File: src/rtl/spi_core_sequencer.sv
// Mode-0 SPI master that pops words from the ring buffer core port, shifts them
// out on MOSI while capturing MISO, then writes the received word back.
module spi_core_sequencer #(
   parameter int DATAWIDTH = 8,
   parameter int DIVWIDTH  = 8
) (
   input  logic                 clk,
   input  logic                 reset,
   input  logic                 enable,
   input  logic [DIVWIDTH-1:0]  clockDivider,
   input  logic                 transmitDataReady,
   input  logic [DATAWIDTH-1:0] coreOut,
   output logic                 coreRead,
   output logic                 coreWrite,
   output logic [DATAWIDTH-1:0] coreIn,
   output logic                 sclk,
   output logic                 mosi,
   input  logic                 miso,
   output logic                 ssN,
   output logic                 busy,
   output logic [15:0]          transferCount
);

   localparam int BW = (DATAWIDTH > 1) ? $clog2(DATAWIDTH) : 1;
   localparam logic [BW-1:0] LAST_BIT = BW'(DATAWIDTH - 1);

   typedef enum logic [2:0] {
      S_IDLE,
      S_FETCH,
      S_LOAD,
      S_SHIFT,
      S_STORE
   } state_t;

   state_t                r_state;
   logic [DATAWIDTH-1:0]  r_txShift;
   logic [DATAWIDTH-1:0]  r_rxShift;
   logic [BW-1:0]         r_bitCount;
   logic [DIVWIDTH-1:0]   r_divCount;
   logic [DIVWIDTH-1:0]   r_div;
   logic                  r_sclk;
   logic                  r_ssN;
   logic                  r_coreRead;
   logic                  r_coreWrite;
   logic [DATAWIDTH-1:0]  r_coreIn;
   logic [15:0]           r_transferCount;

   logic                  w_req;
   logic                  w_tc;

   assign w_req = enable & transmitDataReady;
   assign w_tc  = (r_divCount == r_div);

   always_ff @(posedge clk or negedge reset) begin
      if (!reset) begin
         r_state         <= S_IDLE;
         r_txShift       <= '0;
         r_rxShift       <= '0;
         r_bitCount      <= '0;
         r_divCount      <= '0;
         r_div           <= '0;
         r_sclk          <= 1'b0;
         r_ssN           <= 1'b1;
         r_coreRead      <= 1'b0;
         r_coreWrite     <= 1'b0;
         r_coreIn        <= '0;
         r_transferCount <= '0;
      end else begin
         case (r_state)
            S_IDLE: begin
               r_ssN <= 1'b1;
               if (w_req) begin
                  r_state    <= S_FETCH;
                  r_coreRead <= 1'b1;
               end
            end
            S_FETCH: begin
               r_coreRead <= 1'b0;
               r_ssN      <= 1'b0;
               r_state    <= S_LOAD;
            end
            S_LOAD: begin
               r_txShift  <= coreOut;
               r_rxShift  <= '0;
               r_bitCount <= '0;
               r_divCount <= '0;
               r_div      <= clockDivider;
               r_state    <= S_SHIFT;
            end
            S_SHIFT: begin
               if (w_tc) begin
                  r_divCount <= '0;
                  r_sclk     <= ~r_sclk;
                  if (!r_sclk) begin
                     r_rxShift <= {r_rxShift[DATAWIDTH-2:0], miso};
                  end else begin
                     r_txShift  <= {r_txShift[DATAWIDTH-2:0], 1'b0};
                     r_bitCount <= r_bitCount + 1'b1;
                     // The last falling edge hands the completed word straight to STORE.
                     if (r_bitCount == LAST_BIT) begin
                        r_state         <= S_STORE;
                        r_coreWrite     <= 1'b1;
                        r_coreIn        <= r_rxShift;
                        r_transferCount <= r_transferCount + 16'd1;
                     end
                  end
               end else begin
                  r_divCount <= r_divCount + 1'b1;
               end
            end
            S_STORE: begin
               r_coreWrite <= 1'b0;
               if (w_req) begin
                  r_state    <= S_FETCH;
                  r_coreRead <= 1'b1;
               end else begin
                  r_state <= S_IDLE;
                  r_ssN   <= 1'b1;
               end
            end
            default: begin
               r_state <= S_IDLE;
            end
         endcase
      end
   end

   assign coreRead      = r_coreRead;
   assign coreWrite     = r_coreWrite;
   assign coreIn        = r_coreIn;
   assign sclk          = r_sclk;
   assign ssN           = r_ssN;
   assign busy          = (r_state != S_IDLE);
   assign transferCount = r_transferCount;
   assign mosi          = (r_state == S_LOAD) ? coreOut[DATAWIDTH-1] :
                          (r_state == S_IDLE) ? 1'b0 : r_txShift[DATAWIDTH-1];

endmodule

File: config.mk
export PLATFORM = sky130hd
export DESIGN_NAME = spi_core_sequencer
export DESIGN_NICKNAME = d
export VERILOG_FILES = /design/src/rtl/spi_core_sequencer.sv
export SDC_FILE = /design/constraint.sdc
export NUM_CORES = 1
export LEC_CHECK = 0
export ABC_AREA = 1
export ABC_CLOCK_PERIOD_IN_PS = 4930
export CORE_ASPECT_RATIO = 0.8
export CORE_MARGIN = 3
export CORE_UTILIZATION = 30
export DETAILED_ROUTE_END_ITERATION = 10
export PLACE_DENSITY_LB_ADDON = 0.2
export SYNTH_ARGS = -nofsm -noshare
export SYNTH_HDL_FRONTEND = slang
export SYNTH_SLANG_ARGS = --single-unit
export TNS_END_PERCENT = 50
File: constraint.sdc
create_clock -name clk -period 4.93 [get_ports clk]
set_clock_uncertainty 0.2 [all_clocks]
set_input_delay 0.493 -clock clk [delete_from_list [all_inputs] [get_ports clk]]
set_output_delay 0.493 -clock clk [all_outputs]
set_load 0.02 [all_outputs]
# After elaboration in Yosys (flattened, before gate mapping)
# Cells that the tools add are included.
# totals
ff_bits	66
in_bits	21
# op_classes
n_mux	27
add_sub_neg	3
n_reduce_logical	15
bitwise_logic	2
eq_ne	13
# ops
op	n
case mux 8 bit (2 select lines)	3
two-way mux 8 bit	5
two-way mux 3 bit	6
adder 16 x 1 -> 16 bit (second input constant)	1
case mux 3 bit (5 select lines)	1
inequality test 2 bit (second input constant)	6
AND reduction 4 bit	3
adder 8 x 1 -> 8 bit (second input constant)	1
equality test 8 bit	1
two-way mux 1 bit	8
equality test 3 x 2 -> 1 bit (second input constant)	2
equality test 3 bit (second input constant)	2
case mux 3 bit (2 select lines)	1
AND reduction 2 bit	3
AND reduction 3 bit	2
nonzero test 2 bit	3
nonzero test 3 bit	2
case mux 1 bit (2 select lines)	2
adder 3 x 1 -> 3 bit (second input constant)	1
equality test 3 x 1 -> 1 bit (second input constant)	1
zero test 3 bit	1
case mux 1 bit (3 select lines)	1
inequality test 2 x 1 -> 1 bit (second input constant)	1
OR reduction 2 bit	1
other kinds (2)	2

# Depth between registers and ports, before layout
# Gate-level depths: netlist of the first run.
# logic_depth
word_depth	5
ltp_mapped	11
mapped_depth_nobuf	10

# Worst setup path after synthesis of the first run
# No wires, ideal clock.
# synth_path
kind	register to output
from	register r_state[2]
to	output port mosi
setup_slack_ns	3.147
arrival_time_ns	1.090
path_buffers	0
stages_incl_launch_ff	5
path_cell_list	dfrtp_1 nor2_1 inv_1 nor2_2 a22o_1
# synth_between
elab_chain_len	3
# synth_lines
item	line_no	source
start, declared	35	state_t r_state;
start signal, assigned	56	r_state <= S_IDLE;
start signal, assigned	73	r_state <= S_FETCH;
start signal, assigned	80	r_state <= S_LOAD;
zero test 3 bit	136	(r_state == S_IDLE) ? 1'b0 : r_txShift[DATAWIDTH-1];
two-way mux 1 bit	136	
two-way mux 1 bit (*)	135	assign mosi = (r_state == S_LOAD) ? coreOut[DATAWIDTH-1] :
end, declared	17	output logic mosi,
# Mark *: on every way between the ends. The rest lies on a longest branch, timed or not.

# Worst setup path after layout of the first run
# Ends and elaborated chain as after synthesis.

==> results of run 1 <==
-- sequential cells by signal, indices dropped and copies added (netlist names) --
| signal | cells |
|---|---|
| r_state | 3 |
| sclk | 1 |
| r_bitCount | 3 |
| r_divCount | 8 |
| coreIn | 8 |
| coreRead | 1 |
| transferCount | 16 |
| r_div | 8 |
| r_txShift | 8 |
| coreWrite | 1 |
| r_rxShift | 8 |
| ssN | 1 |
-- stage by stage --
| stage | instances | area (µm²) | utilization, % | total power, mW |
|---|---|---|---|---|
| 2_1_floorplan | 424 | 3410 | - | 0.777 |
| 3_3_place_gp | 606 | 4000 | 36.4 | 0.829 |
| 3_5_place_dp | 606 | 4000 | 36.4 | 0.833 |
| 4_1_cts | 622 | 4320 | 39.4 | 1.54 |
| 5_1_grt | 622 | 4320 | 39.4 | 1.60 |
| 6_report | 622 | 4320 | 39.4 | 1.52 |
-- power breakdown --
part / switching (mW) / internal (mW)
logic: 0.107 / 0.0811
registers: 0.0508 / 0.583
clock network: 0.252 / 0.447
total: 0.409 / 1.11
-- cell usage after synthesis --
cell type / number / area share, %
buf_2: 5 / 0.73
xor2_1: 11 / 2.8
buf_6: 4 / 1.3
o21ai_0: 10 / 1.5
inv_2: 6 / 0.66
nand3_2: 1 / 0.29
nand3_1: 50 / 7.3
nand4_1: 4 / 0.73
nor3_1: 4 / 0.59
nand2_1: 179 / 20
nand2_4: 2 / 0.66
nor2_1: 18 / 2.0
inv_1: 26 / 2.9
xnor2_2: 1 / 0.48
a22oi_1: 1 / 0.22
dfrtp_1: 65 / 48
buf_4: 3 / 0.66
dfstp_2: 1 / 0.77
nor2_2: 2 / 0.37
nand2_2: 1 / 0.18
clkbuf_1: 1 / 0.11
nor2_4: 2 / 0.66
o22ai_1: 4 / 0.73
a22o_1: 1 / 0.26
nor2_8: 2 / 1.2
xnor2_1: 12 / 3.1
a21oi_1: 3 / 0.44
nor3_4: 1 / 0.48
ha_1: 4 / 1.5
-- logic make-up (layout without fill, tap and decap cells) --
family,after synthesis,after routing,synth area share (%)
compound gates,19,19,3.12
simple gates,266,266,34.2
fa+ha+maj,4,4,1.47
xor+xnor,24,24,6.39
flops,66,66,48.5
buf+inv,45,99,6.35
-- cells in the final DEF, fill, tap and decap left out, types with 3 or more instances in the layout --
master,netlist,final
nand2_1,179,179
dfrtp_1,65,65
nand3_1,50,50
clkdlybuf4s50_1,0,49
inv_1,26,26
nor2_1,18,18
xnor2_1,12,12
xor2_1,11,11
o21ai_0,10,10
clkbuf_16,0,9
inv_2,6,6
nor3_1,4,4
o22ai_1,4,4
nand4_1,4,4
ha_1,4,4
a21oi_1,3,3
clkinv_4,0,3
-- cell type report --
class | count | area (µm²) | share of cell area [%]
Multi-Input combinational cell | 313 | 1540 | 35.6
Clock inverter | 7 | 103 | 2.37
Sequential cell | 66 | 1650 | 38.2
Inverter | 32 | 120 | 2.78
Timing Repair Buffer | 51 | 503 | 11.6
Clock buffer | 9 | 225 | 5.21
Tap cell | 144 | 180 | 4.17
-- routing by layer --
layer  track usage [%]  vias to the layer above  share of wire (%)
met3              3.22                        5                3.7
met4              3.50                        0               0.92
met5                 0                        -                  0
met2              19.4                       44                 43
li1                  -                     1443                  -
met1              18.7                     1288                 52
-- critical path, cell delays in order (launching register included) --
cell and delay (ns):
dfrtp_1 0.45, nor2_1 0.13, inv_1 0.09, nor2_2 0.50, a22o_1 0.22, clkdlybuf4s50_1 0.60
-- final timing paths --
path | start | to | slack, ns | cells after the start
setup / recovery | r_state[2]$_DFFE_PN0P_ | mosi | 1.91 | 5
hold / removal | reset | transferCount[12]$_DFFE_PN0P_ | 0.15 | 2
setup reg to reg | r_state[2]$_DFFE_PN0P_ | r_txShift[5]$_DFFE_PN0P_ | 2.36 | 8
hold reg to reg | r_txShift[5]$_DFFE_PN0P_ | r_txShift[5]$_DFFE_PN0P_ | 0.27 | 2
max in group asynchronous | reset | r_divCount[2]$_DFFE_PN0P_ | 3.81 | 2
min in group clk | r_txShift[5]$_DFFE_PN0P_ | r_txShift[5]$_DFFE_PN0P_ | 0.27 | 2
==> flow_summary.toml, run 1 <==
[clocking]
clock_sinks = 66
clk_pin_slew_worst_paths_ns = 0.06
cts_setup_buffers = 0
clk_latency_ns = 0.32
ctsLongestPathBuffers = 2
cts-root-buf = "clkbuf_16"
ctsResizeCount = 0
htree_num_levels = 3
cts_tree = "built"
hold_buffers = 0
cts_buffers = 9

[synthesis]
avgSynthCellArea_um2 = 8.04
seq_area_frac_synth_pct = 48.5
yosysUniqueCellTypes = 29
synth_area_um2 = 3410
synth_seq_cells = 66
syn_inst = 424
syn-num-nets = 449
yosys_warnings = 0

[setup_path]
required_ns = 4.24
path_max_fanout = 17
worstSetupPathType = "register to primary output"
crit_path_end_kind = "primary output"
worstPathArrival_ns = 2.33
worstSetupStartpointType = "register"

[global_route]
grt_max_degree = 67
grt_use_total_pct = 12.9
grt_pass1_vias = 2746
grt_pass1_wl_um = 13300
gr-total-overflow = 0
grt_antenna_before_repair = 0

[detailed_routing]
via_count = 2780
dr.pass1.iters = 4
ant_nets = 0
drtIter0Drc = 156
finalWirelength_um = 7720
wire_per_inst_um = 12.4
remaining_drc_errors = 0
drt-vias-per-instance = 4.47

[placed_design]
dp_slack_ns = 2.20
place_congestion = 0.787
dp_hpwl_um = 5450
portBuffers = 50

[timing]
setup_viol = 0
tns_ns = 0
worst_slew_pin_slew_ns = 0.852
setup_slack_ns = 1.91
min_period_over_period_pct = 61.2
min_period_ns = 3.02
final_max_slew_viol_count = 0
hold_violations = 0
slew_headroom_pct = 43.2
whs_ns = 0.154
rsz0062_at_grt = "false"
max_freq_mhz = 331

[final_layout]
diodes = 0
area_delta_synth_final_pct = 26.8
drive_above_1_share_pct = 7.74
fin_nets = 498
fillers = 1138

[die]
die_y_um = 101
die_w_um = 125
dieArea_um2 = 12700
ioPinCount = 51
core_area_um2 = 11000
rows = 34
start_util_pct = 31.1

[outcome]
status = "completed"

[power_and_ir_drop]
power.leakage_nw = 2.16
ir_drop_uv = 150
powerDensity_nw_per_um2 = 352

[flow_run]
cap_violations = 0

[min_path]
hp-class = "input pin to async pin"
Note: power is estimated with default switching activity, not from simulation.
==> inputs of run 2 (changes only) <==
--- a/config.mk
+++ b/config.mk
@@ -6,7 +6,7 @@
 export NUM_CORES = 1
 export LEC_CHECK = 0
 export ABC_AREA = 1
-export ABC_CLOCK_PERIOD_IN_PS = 4930
+export ABC_CLOCK_PERIOD_IN_PS = 2510
 export CORE_ASPECT_RATIO = 0.8
 export CORE_MARGIN = 3
 export CORE_UTILIZATION = 30
==> constraint.sdc (replaced) <==
create_clock -name clk -period 2.51 [get_ports clk]
set_clock_uncertainty 0.2 [all_clocks]
set_input_delay 0.251 -clock clk [delete_from_list [all_inputs] [get_ports clk]]
set_output_delay 0.251 -clock clk [all_outputs]
set_load 0.02 [all_outputs]
==> flow_summary.toml, run 2 (synthesis gave the netlist of run 1 again) <==
[global_route]
grt_pass1_vias = 2750
gr-total-overflow = 0
grt_max_degree = 33
grt_use_total_pct = 13.2
grt_pass1_wl_um = 13600
grt_antenna_before_repair = 0

[detailed_routing]
via_count = 2756
finalWirelength_um = 7770
remaining_drc_errors = 0
drtIter0Drc = 159
drt-vias-per-instance = 4.39
dr.pass1.iters = 6
ant_nets = 0
wire_per_inst_um = 12.4

[die]
ioPinCount = 51
die_y_um = 101
core_area_um2 = 11000
die_w_um = 125
start_util_pct = 31.1
dieArea_um2 = 12700
rows = 34

[clocking]
htree_num_levels = 3
clock_sinks = 66
ctsLongestPathBuffers = 2
clk_latency_ns = 0.32
ctsResizeCount = 0
cts_buffers = 9
clk_pin_slew_worst_paths_ns = 0.05
cts_setup_buffers = 0
hold_buffers = 1
cts-root-buf = "clkbuf_16"
cts_tree = "built"

[timing]
max_freq_mhz = 437
worst_slew_pin_slew_ns = 0.565
hold_violations = 0
tns_ns = 0
min_period_over_period_pct = 91.3
slew_headroom_pct = 62.2
whs_ns = 0.249
setup_slack_ns = 0.219
min_period_ns = 2.29
final_max_slew_viol_count = 0
setup_viol = 0
rsz0062_at_grt = "false"

[final_layout]
final_common_cell = "nand2_1"
fin_nets = 504
fillers = 1138
final_cell_mix = "nand2_1, dfrtp_1, nand3_1, clkdlybuf4s50_1, inv_1"
diodes = 0
drive_above_1_share_pct = 8.68
largest_reg_flops = 16
fin_area_um2 = 4370
area_delta_synth_final_pct = 28.3
instances_no_fill = 628

[placed_design]
place_inst = 611
place_congestion = 0.810
place_area_um2 = 4050
dp_hpwl_um = 5660
dp_slack_ns = 0.462
portBuffers = 50

[setup_path]
worstSetupPathType = "register to primary output"
required_ns = 2.06
path_max_fanout = 6
r2r_setup_slack_ns = 0.49
worstPathArrival_ns = 1.84
ff2ff_path_depth = 4
startpoint = "r_state[2]$_DFFE_PN0P_"
reg2reg_to = "coreWrite$_DFFE_PN0P_"
critPathCapture = "mosi"
crit_path_end_kind = "primary output"
worstSetupStartpointType = "register"
reg2reg_from = "r_state[2]$_DFFE_PN0P_"

[power_and_ir_drop]
power.leakage_nw = 2.19
powerDensity_nw_per_um2 = 673
ir_drop_uv = 311

[flow_run]
cap_violations = 0

[outcome]
status = "completed"

[min_path]
hp-class = "input pin to async pin"
-- run 2: area by class of cell --
type	count	area (µm²)	area share [%]
Sequential cell	66	1650	37.8
Multi-Input combinational cell	313	1540	35.2
Timing Repair Buffer	57	563	12.9
Clock buffer	9	225	5.15
Tap cell	144	180	4.12
Inverter	32	120	2.75
Clock inverter	7	93.8	2.15
-- run 2: worst min-delay path by stage --
stage           from                      endpoint  cells past startpoint
2_1_floorplan  reset         coreIn[0]$_DFFE_PN0P_                      0
5_1_grt         miso      r_rxShift[0]$_DFFE_PN0P_                      3
4_1_cts        reset  transferCount[9]$_DFFE_PN0P_                      2
3_3_place_gp   reset  transferCount[9]$_DFFE_PN0P_                      1
6_report       reset  transferCount[9]$_DFFE_PN0P_                      2
3_5_place_dp   reset  transferCount[9]$_DFFE_PN0P_                      1
-- run 2: layer usage --
metal	vias up	share of wire (%)	GRT usage (%)
li1	1447	-	-
met1	1267	53	19.1
met2	40	44	19.9
met3	2	2.2	3.11
met4	0	0.49	3.75
met5	-	0	0
-- run 2: per-stage QoR --
stage,utilization (%),total power [mW]
after floorplan,-,1.53
final,39.9,2.95
after detailed placement,36.9,1.64
after global routing,39.9,3.11
after global placement,36.9,1.64
after CTS,39.9,2.99
-- run 2: where the power goes --
| group | internal, mW | total (mW) | switching, mW |
|---|---|---|---|
| registers | 1.15 | 1.24 | 0.0962 |
| clock network | 0.867 | 1.32 | 0.456 |
| logic | 0.170 | 0.380 | 0.211 |
-- run 2: critical path: stages (launching register included) --
cell,delay [ns]
dfrtp_1,0.45
nor2_1,0.13
inv_1,0.08
nor2_2,0.11
a22o_1,0.15
clkdlybuf4s50_1,0.60
==> inputs of run 3 (changes only) <==
--- a/config.mk
+++ b/config.mk
@@ -12,6 +12,7 @@
 export CORE_UTILIZATION = 30
 export DETAILED_ROUTE_END_ITERATION = 10
 export PLACE_DENSITY_LB_ADDON = 0.2
+export SKIP_CTS_REPAIR_TIMING = 1
 export SYNTH_ARGS = -nofsm -noshare
 export SYNTH_HDL_FRONTEND = slang
 export SYNTH_SLANG_ARGS = --single-unit
==> results of run 3 <==
No change in the layout: final DEF, timing and power equal those of run 2.
Among the figures that moved: via count of the first global-routing pass 2750 -> 2747; met1 usage 19.1% -> 19.0%
